--- config.mk ---
export PLATFORM = sky130hd
export DESIGN_NAME = rg_irq_ctrl
export DESIGN_NICKNAME = d
export VERILOG_FILES = /design/src/rtl/rg_irq_ctrl.sv
export SDC_FILE = /design/constraint.sdc
export NUM_CORES = 1
export LEC_CHECK = 0
export ABC_AREA = 1
export BUFFER_PORTS_ARGS = -buffer_cell sky130_fd_sc_hd__buf_2
export CAP_MARGIN = 15
export CORE_MARGIN = 5
export CORE_UTILIZATION = 49
export DETAILED_ROUTE_END_ITERATION = 10
export GPL_TIMING_DRIVEN = 0
export PLACE_DENSITY = 0.82
export SYNTH_ARGS = -nofsm -noshare
export SYNTH_HDL_FRONTEND = slang
export SYNTH_SLANG_ARGS = --single-unit
--- constraint.sdc ---
create_clock -name clk -period 1.5 [get_ports clk]
set_input_delay 0.15 -clock clk [delete_from_list [all_inputs] [get_ports clk]]
set_output_delay 0.15 -clock clk [all_outputs]
set_load 0.03 [all_outputs]
--- src/rtl/rg_irq_ctrl.sv ---
// rg_irq_ctrl: sync, edge-detect, sticky-pend and req/ack-serve the 20-bit button/keypad irq vector.
// Ports: clk, rst_n (async low) | irq_in, mask_we, mask_wdata, irq_ack in | irq_req, irq_id, pending, irq_overrun out. Optional RG_IRQ_DEBOUNCE_EN.
module rg_irq_ctrl #(
  parameter int N_SRC       = 20,
  parameter int SYNC_STAGES = 2,
  parameter int DEB_CYCLES  = 16
) (
  input  logic             clk,
  input  logic             rst_n,
  input  logic [N_SRC-1:0] irq_in,
  input  logic             mask_we,
  input  logic [N_SRC-1:0] mask_wdata,
  input  logic             irq_ack,
  output logic             irq_req,
  output logic [4:0]       irq_id,
  output logic [N_SRC-1:0] pending,
  output logic             irq_overrun
);

  typedef enum logic [1:0] {
    IDLE = 2'd0,
    REQ  = 2'd1,
    GAP  = 2'd2
  } state_t;

  state_t state_q;
  state_t state_d;

  logic [N_SRC-1:0] sync_q [SYNC_STAGES];
  logic [N_SRC-1:0] level;
  logic [N_SRC-1:0] prev_q;
  logic [N_SRC-1:0] rise;
  logic [N_SRC-1:0] pend_q;
  logic [N_SRC-1:0] mask_q;
  logic [N_SRC-1:0] ack_clr;
  logic [N_SRC-1:0] req_vec;
  logic [4:0]       id_q;
  logic [4:0]       enc_id;
  logic             ovr_q;
  logic             any_req;
  logic             ack_hit;

  always_ff @(posedge clk or negedge rst_n) begin
    if (!rst_n) begin
      for (int s = 0; s < SYNC_STAGES; s++)
        sync_q[s] <= '0;
    end else begin
      sync_q[0] <= irq_in;
      for (int s = 1; s < SYNC_STAGES; s++)
        sync_q[s] <= sync_q[s-1];
    end
  end

`ifdef RG_IRQ_DEBOUNCE_EN
  localparam int CW = $clog2(DEB_CYCLES + 1);

  logic [CW-1:0]    cnt_q [N_SRC];
  logic [N_SRC-1:0] filt_q;

  // The counter runs only while the synced line
  // disagrees with the filtered level; any return
  // to agreement restarts it, so short glitches
  // never reach the edge detector.
  always_ff @(posedge clk or negedge rst_n) begin
    if (!rst_n) begin
      filt_q <= '0;
      for (int i = 0; i < N_SRC; i++)
        cnt_q[i] <= '0;
    end else begin
      for (int i = 0; i < N_SRC; i++) begin
        if (sync_q[SYNC_STAGES-1][i] != filt_q[i]) begin
          if (cnt_q[i] == CW'(DEB_CYCLES - 1)) begin
            filt_q[i] <= sync_q[SYNC_STAGES-1][i];
            cnt_q[i]  <= '0;
          end else begin
            cnt_q[i] <= cnt_q[i] + CW'(1);
          end
        end else begin
          cnt_q[i] <= '0;
        end
      end
    end
  end

  assign level = filt_q;
`else
  assign level = sync_q[SYNC_STAGES-1];
`endif

  assign rise    = level & ~prev_q;
  assign ack_hit = (state_q == REQ) && irq_ack;
  assign ack_clr = ack_hit ? (N_SRC'(1) << id_q) : '0;
  assign req_vec = pend_q & mask_q;
  assign any_req = |req_vec;

  // Higher index overwrites lower: highest wins.
  always_comb begin
    enc_id = '0;
    for (int i = 0; i < N_SRC; i++)
      if (req_vec[i])
        enc_id = 5'(i);
  end

  // Edge is OR-ed in after the clear, so a new
  // edge on the bit being acked keeps it pending.
  always_ff @(posedge clk or negedge rst_n) begin
    if (!rst_n) begin
      prev_q <= '0;
      pend_q <= '0;
      ovr_q  <= 1'b0;
      mask_q <= '1;
    end else begin
      prev_q <= level;
      pend_q <= (pend_q & ~ack_clr) | rise;
      ovr_q  <= |(rise & pend_q);
      if (mask_we)
        mask_q <= mask_wdata;
    end
  end

  always_ff @(posedge clk or negedge rst_n) begin
    if (!rst_n)
      state_q <= IDLE;
    else
      state_q <= state_d;
  end

  always_comb begin
    state_d = state_q;
    unique case (1'b1)
      state_q == IDLE: if (any_req) state_d = REQ;
      state_q == REQ:  if (irq_ack) state_d = GAP;
      state_q == GAP:  state_d = IDLE;
      default:         state_d = IDLE;
    endcase
  end

  // id is frozen outside the IDLE arbitration.
  always_ff @(posedge clk or negedge rst_n) begin
    if (!rst_n)
      id_q <= '0;
    else if (state_q == IDLE && any_req)
      id_q <= enc_id;
  end

  always_comb begin
    irq_req = 1'b0;
    unique case (1'b1)
      state_q == REQ: irq_req = 1'b1;
      default:        irq_req = 1'b0;
    endcase
  end

  assign irq_id      = id_q;
  assign pending     = pend_q;
  assign irq_overrun = ovr_q;

endmodule

After elaboration in Yosys (flattened, before gate mapping)

Index checks and enable logic that the tools add are counted.

Flip-flop bits (word level): 108
Input port bits: 44
Output and inout bits: 27
Logic and storage cells: 49

Equality and inequality tests: 3
Shifts and indexed selects: 1
Muxes and demuxes: 24
Bitwise gates (word level): 7
Reduce and logical (&&, ||, !) cells: 6

Operators with widths:

| cell                 | count |
|---|---|
| $and 20x20->20       | 4 |
| $mux 5               | 10 |
| $not 20->20          | 2 |
| $reduce_or 20->1     | 2 |
| $mux 20              | 1 |
| $or 20x20->20        | 1 |
| $shl 1x5->20 const A | 1 |
| $mux 3               | 4 |
| $mux 2               | 4 |
| $mux 4               | 2 |
| $ne 2x2->1 const B   | 2 |
| $pmux 2 s2           | 1 |
| $eq 2x1->1 const B   | 1 |
| $logic_and 1x1->1    | 2 |
| $logic_not 2->1      | 1 |
| $mux 1               | 2 |
| $reduce_and 2->1     | 1 |

Longest topological paths before layout

Depth after elaboration: 20
Mapped depth: 20
Mapped depth without buffers: 20

Worst setup path before layout

No wires, ideal clock.

Kind: register to register
Start point: reg state_q[1]
End point: reg pend_q[13] (netlist: pending[13])
Library setup time: 129 ps
Arrival time: 1509 ps
Required time: 1371 ps
Slack: -137 ps
Cell stages (with the launch flop): 7
Buffers on the path: 0
Clock period less this slack: 1637 ps
Path through: dfrtp_1 -> nor2_1 -> nand2_1 -> nor2_2 -> nand2_1 -> o21ai_0 -> o21ai_0

Cells in the longest elaborated chain, start to end: 6

Ends and longest elaborated chain:

| what                     | RTL line | text |
|---|---|---|
| start: declaration       | 26       | `state_t state_q;` |
| start signal: assignment | 125      | `state_q <= state_d;` |
| $eq 2x1->1               | 91       | `assign ack_hit = (state_q == REQ) && irq_ack;` |
| $logic_and 1x1->1        | 91       |  |
| $mux 20                  | 92       | `assign ack_clr = ack_hit ? (N_SRC'(1) << id_q) : '0;` |
| $not 20->20              | 114      | `pend_q <= (pend_q & ~ack_clr) \| rise;` |
| $and 20x20->20           | 114      |  |
| $or 20x20->20            | 114      |  |
| end signal: assignment   | 114      |  |
| end: declaration         | 33       | `logic [N_SRC-1:0] pend_q;` |

Every way passes these cells.
A chain may end at the register's enable or synchronous reset.

Worst setup path in the final report

Start point: reg mask_q[1]
End point: reg id_q[0] (netlist: irq_id[0])

Cells in the longest elaborated chain, start to end: 20
Elaborated cells between the ends (all ways): 22
Classes of those cells: mux: 19; bitwise: 1; reduce/logical: 2

Ends and longest elaborated chain:

| what                     | RTL line | text |
|---|---|---|
| start: declaration       | 34       | `logic [N_SRC-1:0] mask_q;` |
| start signal: assignment | 117      | `mask_q <= mask_wdata;` |
| $and 20x20->20 (*)       | 93       | `assign req_vec = pend_q & mask_q;` |
| $mux 1                   | 100      | `if (req_vec[i])` |
| $mux 2 (2 in series)     | 100      |  |
| $mux 3 (4 in series)     | 100      |  |
| $mux 4 (2 in series)     | 100      |  |
| $mux 5 (10 in series)    | 100      |  |
| end signal: assignment   | 143      | `id_q <= enc_id;` |
| end: declaration         | 37       | `logic [4:0] id_q;` |

Mark *: on every way between the ends. The rest lies on a longest branch, timed or not.

==> metrics.txt <==
status=complete, but fails checks; failing checks=negative setup slack; vias per inst=4.98; critical path startpoint category=flip-flop; clk slew on worst S/H paths=0.11 ns; clock skew=0.0117 ns; flops & latches, synth=108; diode count=0; GP Congestion=0.900; CP required=1.80 ns; TritonCTS Buffers=9; synth top area cells=dfrtp_1 57%, dfstp_2 14%, nand2_1 7.3%, mux2_2 5.8%, nand3_1 3.0%; CTS Sinks=108; GR Util met2=29.8%; Slew Viols, Final=0; Hold/Removal Path Class=in2reg; Pwr Total=6560 uW; overall routing resource usage=18.1%; Setup violations, final=3; DIE AREA=9800 um2; Die Ht=99.0 um; Critical Path Sink=irq_id[0]$_DFFE_PN0P_; first-pass GRT wire length=14000 um; layout cells sized above 1=32.5%; Final Non-Filler Cells=545; Synth top area share=56.7%; largest net degree at the start of global routing=75; Vias=2715; CP Max Fanout=2; Area growth syn-to-layout=26.6%; DRT iter0 DRCs=229; crit path cell chain=nand2_2 > inv_2 > nand2_1 > nand2_1 > nand2_1 > nand2_1 > nand2_1 > nand2_1 > nand2_1 > nand2_1 > nand2_1 > nand2_1 > nand2_1 > nand2_1 > nand2_1 > nand2_1 > nand2_1 > nand2_1 > nand2_1 > a21oi_2; VDD IR-drop max=0.978 mV; Avg Inst Size Synth=11.8 um2; Slew HR=55.9%; max cap viols=0; most frequent cell after synthesis=dfrtp_1; Starting Density=50.2%; CP Depth=20; Post-synth EDFFs=0; Worst Reg-to-Reg Cells=20; CP endpoint kind=flip-flop; CTS Root Cell=clkbuf_8; Leakage=0.00224 uW; Yosys cell types=27; Core Area=7730 um2; ys async rst share=100%; worst reg2reg setup slack=-0.20 ns; hpwl dp=5990 um; Final WS setup=-0.197 ns; initial antenna violation count=0; Placed Cells=502; clock latency on the worst-skew pair=0.36 ns; wire per inst=14.8 um; total grt overflow=0; final WL=8090 um; final period utilization=113%; final hold vios=0; Pre-antenna DRT Iters=5; RSZ-0062 raised after global routing=true; CTS tree=built; top cells by count, synth=88 x dfrtp_1, 75 x nand2_1, 27 x inv_1; Reg-to-Reg Start=mask_q[1]$_DFFE_PN1P_; largest stage delay on the critical path=0.55 ns; register area share after synthesis=70.3%; number of global-route vias before repair=2916; delay-heaviest family, CP=simple AND/OR/NAND/NOR gates; CP bufs+invs=1; Yosys top cell by area=dfrtp_1; Die X=99.0 um; yosys warns=0; syn_nets=374; IO Pins=71; Site Rows=32; reg2reg end=irq_id[0]$_DFFE_PN0P_; most frequent CP cell=nand2_1; postcts setup bufs=0; Residual DRC=0; GR Util met1=23.1%; htree depth=3; Max Clk Rate=589 MHz; Setup crit start=mask_q[1]$_DFFE_PN1P_; nets@finish=482; Final ANT Viol Nets=0; Mapped Cells=330; Port Buffer Count=69; top_reg_cell synth=dfrtp_1; met3 Use GR=6.02%; CP max stage cell=dfstp_2; pin slew with the least headroom to its limit=0.661 ns; P per Cell Area=1340 nW/um2; Synth Cell Area=3880 um2; GR peak layer=met2; CP Class=reg2reg; maximum buffer depth of the clock tree=2; fin crit period=1.70 ns; Worst EP arrival=2.00 ns
[what timing repair did]
action	4_1_cts	5_1_grt
hold endpoints to repair	54	1
setup endpoints to repair	3	22
hold buffers	27	1
cloned	0	0
pin swaps	0	0
resized for setup	2	7
[cells by family (layout without fill, tap and decap cells)]
family | after synthesis | after routing | synth area share [%]
mux | 20 | 20 | 5.80
simple gates | 130 | 130 | 14.6
compound gates | 40 | 40 | 6.22
buf+inv | 32 | 145 | 3.09
flops | 108 | 108 | 70.3
[metal layers]
layer	share of wire, %	vias up	wire length, um
met5	0	-	0
met4	2.1	0	166
met3	7.9	15	637
met2	49	87	3980
met1	41	1309	3300
li1	-	1304	-
[state kept, by name, summed over array words and instances, names as in the netlist]
signal,flops
irq_id,5
irq_overrun,1
level,20
mask_q,20
pending,20
prev_q,20
state_q,2
sync_q,20
[through the flow]
stage / setup TNS, ns / utilization, % / hold slack [ns] / setup slack [ns] / instance area (um2)
2_1_floorplan: -0.00772 / - / -0.146 / -0.00772 / 3890
3_3_place_gp: -75.59 / 56.4 / 0.257 / -0.983 / 4360
3_5_place_dp: -0.283 / 56.8 / 0.129 / -0.187 / 4390
4_1_cts: -0.230 / 63.2 / 0.000320 / -0.198 / 4880
5_1_grt: -0.930 / 63.6 / 0.00117 / -0.416 / 4910
6_report: -0.244 / 63.6 / 0.0170 / -0.197 / 4910
[power by group]
group	total, uW	switching, uW	internal (uW)	leakage [uW]
clock	1830	1020	812	0.000105
sequential	3450	242	3210	0.00118
combinational	1290	846	440	0.000962
total	6560	2100	4460	0.00224
[final cells by class]
type                            count  area (um2)
Fill cell                         634        2810
Sequential cell                   108        2730
Multi-Input combinational cell    190        1070
Timing Repair Buffer               98         656
Tap cell                          102         128
Clock buffer                        9         124
Inverter                           29         109
Clock inverter                      7        91.3
Buffer                              2        7.51
[worst min path at each step]
| stage | slack, ns | end | startpoint | cells after the start |
|---|---|---|---|---|
| after floorplan | -0.15 | irq_id[0]$_DFFE_PN0P_ | rst_n | 0 |
| after CTS | 0.0003 | mask_q[18]$_DFFE_PN1P_ | mask_wdata[18] | 2 |
| after detailed placement | 0.13 | level[18]$_DFF_PN0_ | rst_n | 1 |
| final | 0.02 | mask_q[18]$_DFFE_PN1P_ | mask_wdata[18] | 2 |
| after global placement | 0.26 | sync_q[36]$_DFF_PN0_ | irq_in[16] | 1 |
| after global routing | 0.001 | mask_q[18]$_DFFE_PN1P_ | mask_wdata[18] | 2 |
[placed cells by master, fill, tap and decap left out, types with 2 or more instances in the layout]
cell type	synthesis	final
mux2_2	20	20
o21ai_0	21	21
inv_6	0	2
nor2_1	14	13
clkbuf_1	3	2
nand3_1	23	23
a22o_1	4	4
dfstp_2	20	20
o21ai_1	3	2
nand2_1	75	73
nor3b_1	3	3
nand4_1	3	3
dfrtp_2	0	2
nor3_2	0	2
inv_2	2	2
nand2_2	3	5
dlygate4sd3_1	0	28
a21oi_1	2	2
buf_2	0	68
inv_1	27	27
nor3_1	6	4
clkbuf_8	0	9
dfrtp_1	88	86
nand2_4	2	2
a31oi_1	2	2
Note: power is estimated with default switching activity, not from simulation.
